**src/rtl/spi_pkg.sv**
```systemverilog
// Shared types and constants for the SPI master slice.
package spi_pkg;

    // Frame sequencer states.
    typedef enum logic [1:0] {
        ST_IDLE  = 2'd0,
        ST_LEAD  = 2'd1,
        ST_SHIFT = 2'd2
    } state_t;

    // SPI modes encoded as {CPOL, CPHA}.
    localparam logic [1:0] MODE0 = 2'b00;
    localparam logic [1:0] MODE1 = 2'b01;
    localparam logic [1:0] MODE2 = 2'b10;
    localparam logic [1:0] MODE3 = 2'b11;

    // Number of cycles busy stays high for one frame.
    function automatic int unsigned busy_cycles(input int unsigned div, input int unsigned width);
        return div * (2 * width + 1);
    endfunction

endpackage

```
**src/rtl/spi_edge_gen.sv**
```systemverilog
// SCK prescaler and edge counter: tick every DIV cycles, edge classification while shifting.
module spi_edge_gen
    import spi_pkg::*;
#(
    parameter int unsigned WIDTH = 8,
    parameter int unsigned DIV   = 1
) (
    input  logic clk,
    input  logic reset,
    input  logic en,
    input  logic shift,
    output logic tick_c,
    output logic lead_edge_c,
    output logic trail_edge_c,
    output logic last_edge_c
);

    localparam int unsigned DW = $clog2(DIV + 1);
    localparam int unsigned EW = $clog2(2 * WIDTH + 1);

    logic [DW-1:0] div_cnt_q, div_cnt_d;
    logic [EW-1:0] edge_cnt_q, edge_cnt_d;

    // Tick decode, edge classification and counter next values.
    always_comb begin
        tick_c       = en && (div_cnt_q == DW'(DIV - 1));
        lead_edge_c  = tick_c && shift && !edge_cnt_q[0];
        trail_edge_c = tick_c && shift && edge_cnt_q[0];
        last_edge_c  = trail_edge_c && (edge_cnt_q == EW'(2 * WIDTH - 1));
        div_cnt_d    = '0;
        edge_cnt_d   = '0;
        if (en && !tick_c) begin
            div_cnt_d = div_cnt_q + DW'(1);
        end
        if (shift) begin
            edge_cnt_d = tick_c ? edge_cnt_q + EW'(1) : edge_cnt_q;
        end
    end

    // Counter registers.
    always_ff @(posedge clk or posedge reset) begin
        if (reset) begin
            div_cnt_q  <= '0;
            edge_cnt_q <= '0;
        end else begin
            div_cnt_q  <= div_cnt_d;
            edge_cnt_q <= edge_cnt_d;
        end
    end

endmodule

```
**src/rtl/spi_master.sv**
```systemverilog
// SPI master: frame FSM, shift register and chip-select decode; CS held until explicit deselect.
module spi_master
    import spi_pkg::*;
#(
    parameter int unsigned WIDTH = 8,
    parameter int unsigned DIV   = 1,
    parameter int unsigned CPOL  = 0,
    parameter int unsigned CPHA  = 0,
    parameter int unsigned NCS   = 1,
    localparam int unsigned CSW  = (NCS > 1) ? $clog2(NCS) : 1
) (
    input  logic             clk,
    input  logic             reset,
    input  logic             load,
    input  logic             deselect,
    input  logic [CSW-1:0]   cs_sel,
    input  logic [WIDTH-1:0] din,
    output logic [WIDTH-1:0] dout,
    output logic             busy,
    output logic             SCK,
    output logic             SDO,
    input  logic             SDI,
    output logic [NCS-1:0]   CSX
);

    localparam logic SCK_IDLE = 1'(CPOL);

    state_t           state_q, state_d;
    logic [WIDTH-1:0] shreg_q, shreg_d;
    logic [WIDTH-1:0] dout_q, dout_d;
    logic [NCS-1:0]   csx_q, csx_d;
    logic             rx_q, rx_d;
    logic             sck_q, sck_d;
    logic             sdo_q, sdo_d;
    logic             busy_q, busy_d;

    logic             tick_c, lead_edge_c, trail_edge_c, last_edge_c;
    logic             shift_bit_c;
    logic [WIDTH-1:0] shifted_c;

    spi_edge_gen #(
        .WIDTH (WIDTH),
        .DIV   (DIV)
    ) u_edge (
        .clk          (clk),
        .reset        (reset),
        .en           (state_q != ST_IDLE),
        .shift        (state_q == ST_SHIFT),
        .tick_c       (tick_c),
        .lead_edge_c  (lead_edge_c),
        .trail_edge_c (trail_edge_c),
        .last_edge_c  (last_edge_c)
    );

    // Shift register advanced by one bit; CPHA=1 takes SDI directly on the trailing edge.
    always_comb begin
        shift_bit_c = (CPHA != 0) ? SDI : rx_q;
        shifted_c   = WIDTH'({shreg_q, shift_bit_c});
    end

    // Next-state and datapath logic.
    always_comb begin
        state_d = state_q;
        shreg_d = shreg_q;
        dout_d  = dout_q;
        csx_d   = csx_q;
        rx_d    = rx_q;
        sck_d   = sck_q;
        sdo_d   = sdo_q;
        busy_d  = busy_q;
        unique case (state_q)
            ST_IDLE: begin
                if (load) begin
                    csx_d = '1;
                    if (!deselect) begin
                        for (int unsigned i = 0; i < NCS; i++) begin
                            if (cs_sel == CSW'(i)) csx_d[i] = 1'b0;
                        end
                        shreg_d = din;
                        sdo_d   = (CPHA == 0) ? din[WIDTH-1] : 1'b0;
                        busy_d  = 1'b1;
                        state_d = ST_LEAD;
                    end
                end
            end
            ST_LEAD: begin
                if (tick_c) state_d = ST_SHIFT;
            end
            ST_SHIFT: begin
                if (tick_c) sck_d = ~sck_q;
                if (lead_edge_c) begin
                    if (CPHA == 0) rx_d  = SDI;
                    else           sdo_d = shreg_q[WIDTH-1];
                end
                if (trail_edge_c) begin
                    shreg_d = shifted_c;
                    if (CPHA == 0) sdo_d = shifted_c[WIDTH-1];
                end
                if (last_edge_c) begin
                    dout_d  = shifted_c;
                    sdo_d   = 1'b0;
                    busy_d  = 1'b0;
                    state_d = ST_IDLE;
                end
            end
            default: state_d = ST_IDLE;
        endcase
    end

    // State and datapath registers.
    always_ff @(posedge clk or posedge reset) begin
        if (reset) begin
            state_q <= ST_IDLE;
            shreg_q <= '0;
            dout_q  <= '0;
            csx_q   <= '1;
            rx_q    <= 1'b0;
            sck_q   <= SCK_IDLE;
            sdo_q   <= 1'b0;
            busy_q  <= 1'b0;
        end else begin
            state_q <= state_d;
            shreg_q <= shreg_d;
            dout_q  <= dout_d;
            csx_q   <= csx_d;
            rx_q    <= rx_d;
            sck_q   <= sck_d;
            sdo_q   <= sdo_d;
            busy_q  <= busy_d;
        end
    end

    assign dout = dout_q;
    assign busy = busy_q;
    assign SCK  = sck_q;
    assign SDO  = sdo_q;
    assign CSX  = csx_q;

endmodule

```
**config.mk**
```make
export PLATFORM = sky130hd
export DESIGN_NAME = spi_master
export DESIGN_NICKNAME = d
export VERILOG_FILES = /design/src/rtl/spi_pkg.sv /design/src/rtl/spi_edge_gen.sv /design/src/rtl/spi_master.sv
export SDC_FILE = /design/constraint.sdc
export NUM_CORES = 1
export LEC_CHECK = 0
export CAP_MARGIN = 10
export CORE_UTILIZATION = 50
export CTS_CLUSTER_SIZE = 14
export DETAILED_ROUTE_END_ITERATION = 6
export GPL_ROUTABILITY_DRIVEN = 0
export PLACE_DENSITY_LB_ADDON = 0.15
export SLEW_MARGIN = 0
export SYNTH_ARGS = -nofsm -noshare
export SYNTH_HDL_FRONTEND = slang
export SYNTH_SLANG_ARGS = --single-unit
```
**constraint.sdc**
```tcl
create_clock -name clk -period 2.44 [get_ports clk]
set_clock_uncertainty 0.15 [all_clocks]
set_input_delay 0.244 -clock clk [delete_from_list [all_inputs] [get_ports clk]]
set_output_delay 0.244 -clock clk [all_outputs]
set_load 0.02 [all_outputs]
```
==> flow_summary.yaml <==
logic_synthesis:
  syn_nets: 116
  yosysWarningCount: 0
  synth_cells: 100
  yosysSeqAreaShare_pct: 53.6
  synth_seq_cells: 28
  syn_area_per_cell_um2: 13.1
  syn_area_mm2: 0.00131
  yosys.cell_types.count: 29
final_layout:
  syn_to_final_growth_pct: 23.2
  layout-drive-gt1-share_pct: 13.4
  fin_area_mm2: 0.00161
  final_cells: 157
  antenna_cells: 0
  nNetsFinal: 144
routing:
  postRouteWirelength_um: 2120
  vias: 833
  wl_per_cell_um: 13.5
  post-route-drc-count: 0
  postRouteAntennaNets: 0
  drtIter0Drc: 8
  viasPerCell: 5.31
  first_pass_iters: 4
sta:
  setup_violations: 0
  fin_crit_sh_pct: 86.5
  tns_ns: 0
  drv_slew: 0
  tightest_slew_ns: 0.571
  setup_slack_ns: 0.329
  relSlewSlack_pct: 62.0
  fin_crit_ns: 2.11
  max_clock_freq_ghz: 0.474
  finalHoldViolCount: 0
  rsz0062_at_grt: "false"
floorplan:
  rows: 18
  start_util_pct: 52.8
  die_h_um: 53.2
  pin_count: 26
  core-area_mm2: 0.00248
  chipWidth_um: 53.2
  design.die.area_mm2: 0.00283
worst_setup_path:
  worstReg2RegEnd: "dout[6]"
  cp-end-kind: "flop"
  arrival_ns: 2.18
  cp-start-kind: "flop"
  crit_type: "reg -> reg"
  reg2reg_setup_slack_ns: 0.33
  reg2reg_depth: 6
  cp.required_ns: 2.51
  timing.rr.start: "u_edge.edge_cnt_q[0]"
  path_max_fanout: 8
grt:
  grt_usage_pct: 18.3
  grt_max_degree: 29
  grt_pass1_wl_um: 3610
  overflow: 0
  grt_antenna_before_repair: 0
  grt_pass1_vias: 835
clock_network:
  cts_sinks: 28
  h-tree-depth: 1
  clkTransAtPathRegs_ns: 0.14
  cts_buffer_depth: 2
  clock_latency_ns: 0.32
  cts_buffers: 3
  cts_tree: "yes"
  cts_root_buf: "clkbuf_4"
  cts.repair.resized: 0
  cts_hold_buf: 0
  post_cts_buffers: 0
power:
  p_leak_nw: 0.737
  ir_drop_v: 0.000580
  powerDensity_mw_per_mm2: 823
place:
  dp.cells: 153
  placed_area_mm2: 0.00159
  portBuffers: 25
  post-place-ws_ns: 0.321
  dp_hpwl_um: 1590
run:
  drv_cap: 0
status:
  status: "complete, no violations"
min_path:
  hp-class: "in -> async"
==> power by group <==
group          total, mW  leakage [nW]  switching, mW  internal, mW
Sequential         0.691         0.356          0.109         0.581
Clock              0.193        0.0150          0.129        0.0640
Combinational      0.444         0.365          0.180         0.264
==> synth_stat cells <==
master     n  share of area [%]
ha_1       2                1.9
a22oi_1    1               0.57
buf_2      2               0.76
xnor2_1    1               0.67
mux2i_1    2                1.5
mux2_1    16                 14
inv_1      4                1.1
or3b_4     1               0.86
nand2b_1   2               0.96
nor3_1     1               0.38
mux2_4     7                8.0
a21oi_1    3                1.1
nor2_1    11                3.2
dfrtp_1   27                 52
buf_6      1               0.86
nor2_4     1               0.86
nand3b_1   2                1.1
o22ai_1    1               0.48
dfstp_2    1                2.0
a21oi_4    1                1.2
nand4b_1   1               0.67
nor2b_1    1               0.48
and3b_2    1               0.76
conb_1     1               0.29
and3_1     1               0.48
xor2_1     3                2.0
clkbuf_1   1               0.29
o21ai_0    2               0.76
nor3b_1    2                1.1
==> per-layer routing <==
metal	track usage, %	vias to the layer above	wire [µm]
li1	-	398	-
met1	20.9	416	908
met2	32.9	15	1100
met3	3.45	4	78
met4	7.89	0	34
met5	0	-	0
==> stage by stage <==
stage	hold slack (ns)	util, %	total power, mW
5_1_grt	0.134	65.1	1.42
3_5_place_dp	0.313	64.0	1.15
2_1_floorplan	0.159	-	1.02
6_report	0.122	65.1	1.33
3_3_place_gp	0.309	64.0	1.13
4_1_cts	0.137	65.1	1.34
==> area by class of cell <==
class	instances	area [µm²]
fill	221	865
sequential	28	702
multi-input combinational	64	567
timing repair buffer	27	265
tap	30	37.5
clock buffer	4	26.3
inverter	4	15.0
==> worst max-delay path, stage by stage (launching register included) <==
cell,delay [ns]
dfrtp_1,0.49
ha_1,0.19
and3_1,0.16
ha_1,0.14
nand3b_1,0.20
nor2_4,0.31
mux2_1,0.36
==> how the worst max path moves through the flow <==
| stage | cells past startpoint | slack, ns | to | startpoint |
|---|---|---|---|---|
| final | 6 | 0.33 | dout[6] | u_edge.edge_cnt_q[0] |
| after global routing | 6 | 0.18 | dout[7] | u_edge.edge_cnt_q[0] |
| after CTS | 6 | 0.30 | dout[1] | u_edge.edge_cnt_q[0] |
| after detailed placement | 6 | 0.32 | dout[1] | u_edge.edge_cnt_q[0] |
| after global placement | 4 | 0.37 | shreg_q[5] | load |
| after floorplan | 6 | 0.59 | dout[0] | u_edge.edge_cnt_q[0] |
==> cell families (layout without fill, tap and decap cells) <==
logic type / count (synthesis) / in the layout / synth area share [%]
flip-flops: 28 / 28 / 53.6
multiplexers: 25 / 25 / 23.3
AND/OR/NAND/NOR: 24 / 24 / 10.9
AO/OA/AOI/OAI: 8 / 8 / 4.21
buffers and inverters: 8 / 35 / 3.06
XOR/XNOR: 4 / 4 / 2.68
adder cells (fa/ha/maj): 2 / 2 / 1.91
other: 1 / 1 / 0.287
==> registers in the layout, summed over array words and instances (netlist names) <==
| name | count |
|---|---|
| dout | 8 |
| SDO | 1 |
| u_edge.div_cnt_q | 1 |
| CSX | 1 |
| SCK | 1 |
| u_edge.edge_cnt_q | 5 |
| shreg_q | 7 |
| rx_q | 1 |
| busy | 1 |
| state_q | 2 |
==> placed cells by master, fill, tap and decap left out <==
master,netlist,routed
clkdlybuf4s50_1,0,25
clkbuf_4,0,3
and3b_2,1,1
a21oi_4,1,1
dfrtp_1,27,27
inv_1,4,4
clkbuf_1,1,1
xor2_1,3,3
nand2b_1,2,2
o21ai_0,2,2
o22ai_1,1,1
a22oi_1,1,1
nor3b_1,2,2
mux2_1,16,16
nor2_4,1,1
a21oi_1,3,3
mux2i_1,2,2
nor2b_1,1,1
nor3_1,1,1
nand3b_1,2,2
conb_1,1,1
mux2_4,7,7
and3_1,1,1
buf_4,0,2
ha_1,2,2
xnor2_1,1,1
nand4b_1,1,1
dfstp_2,1,1
nor2_1,11,11
or3b_4,1,1
(Power assumes the default switching activity.)
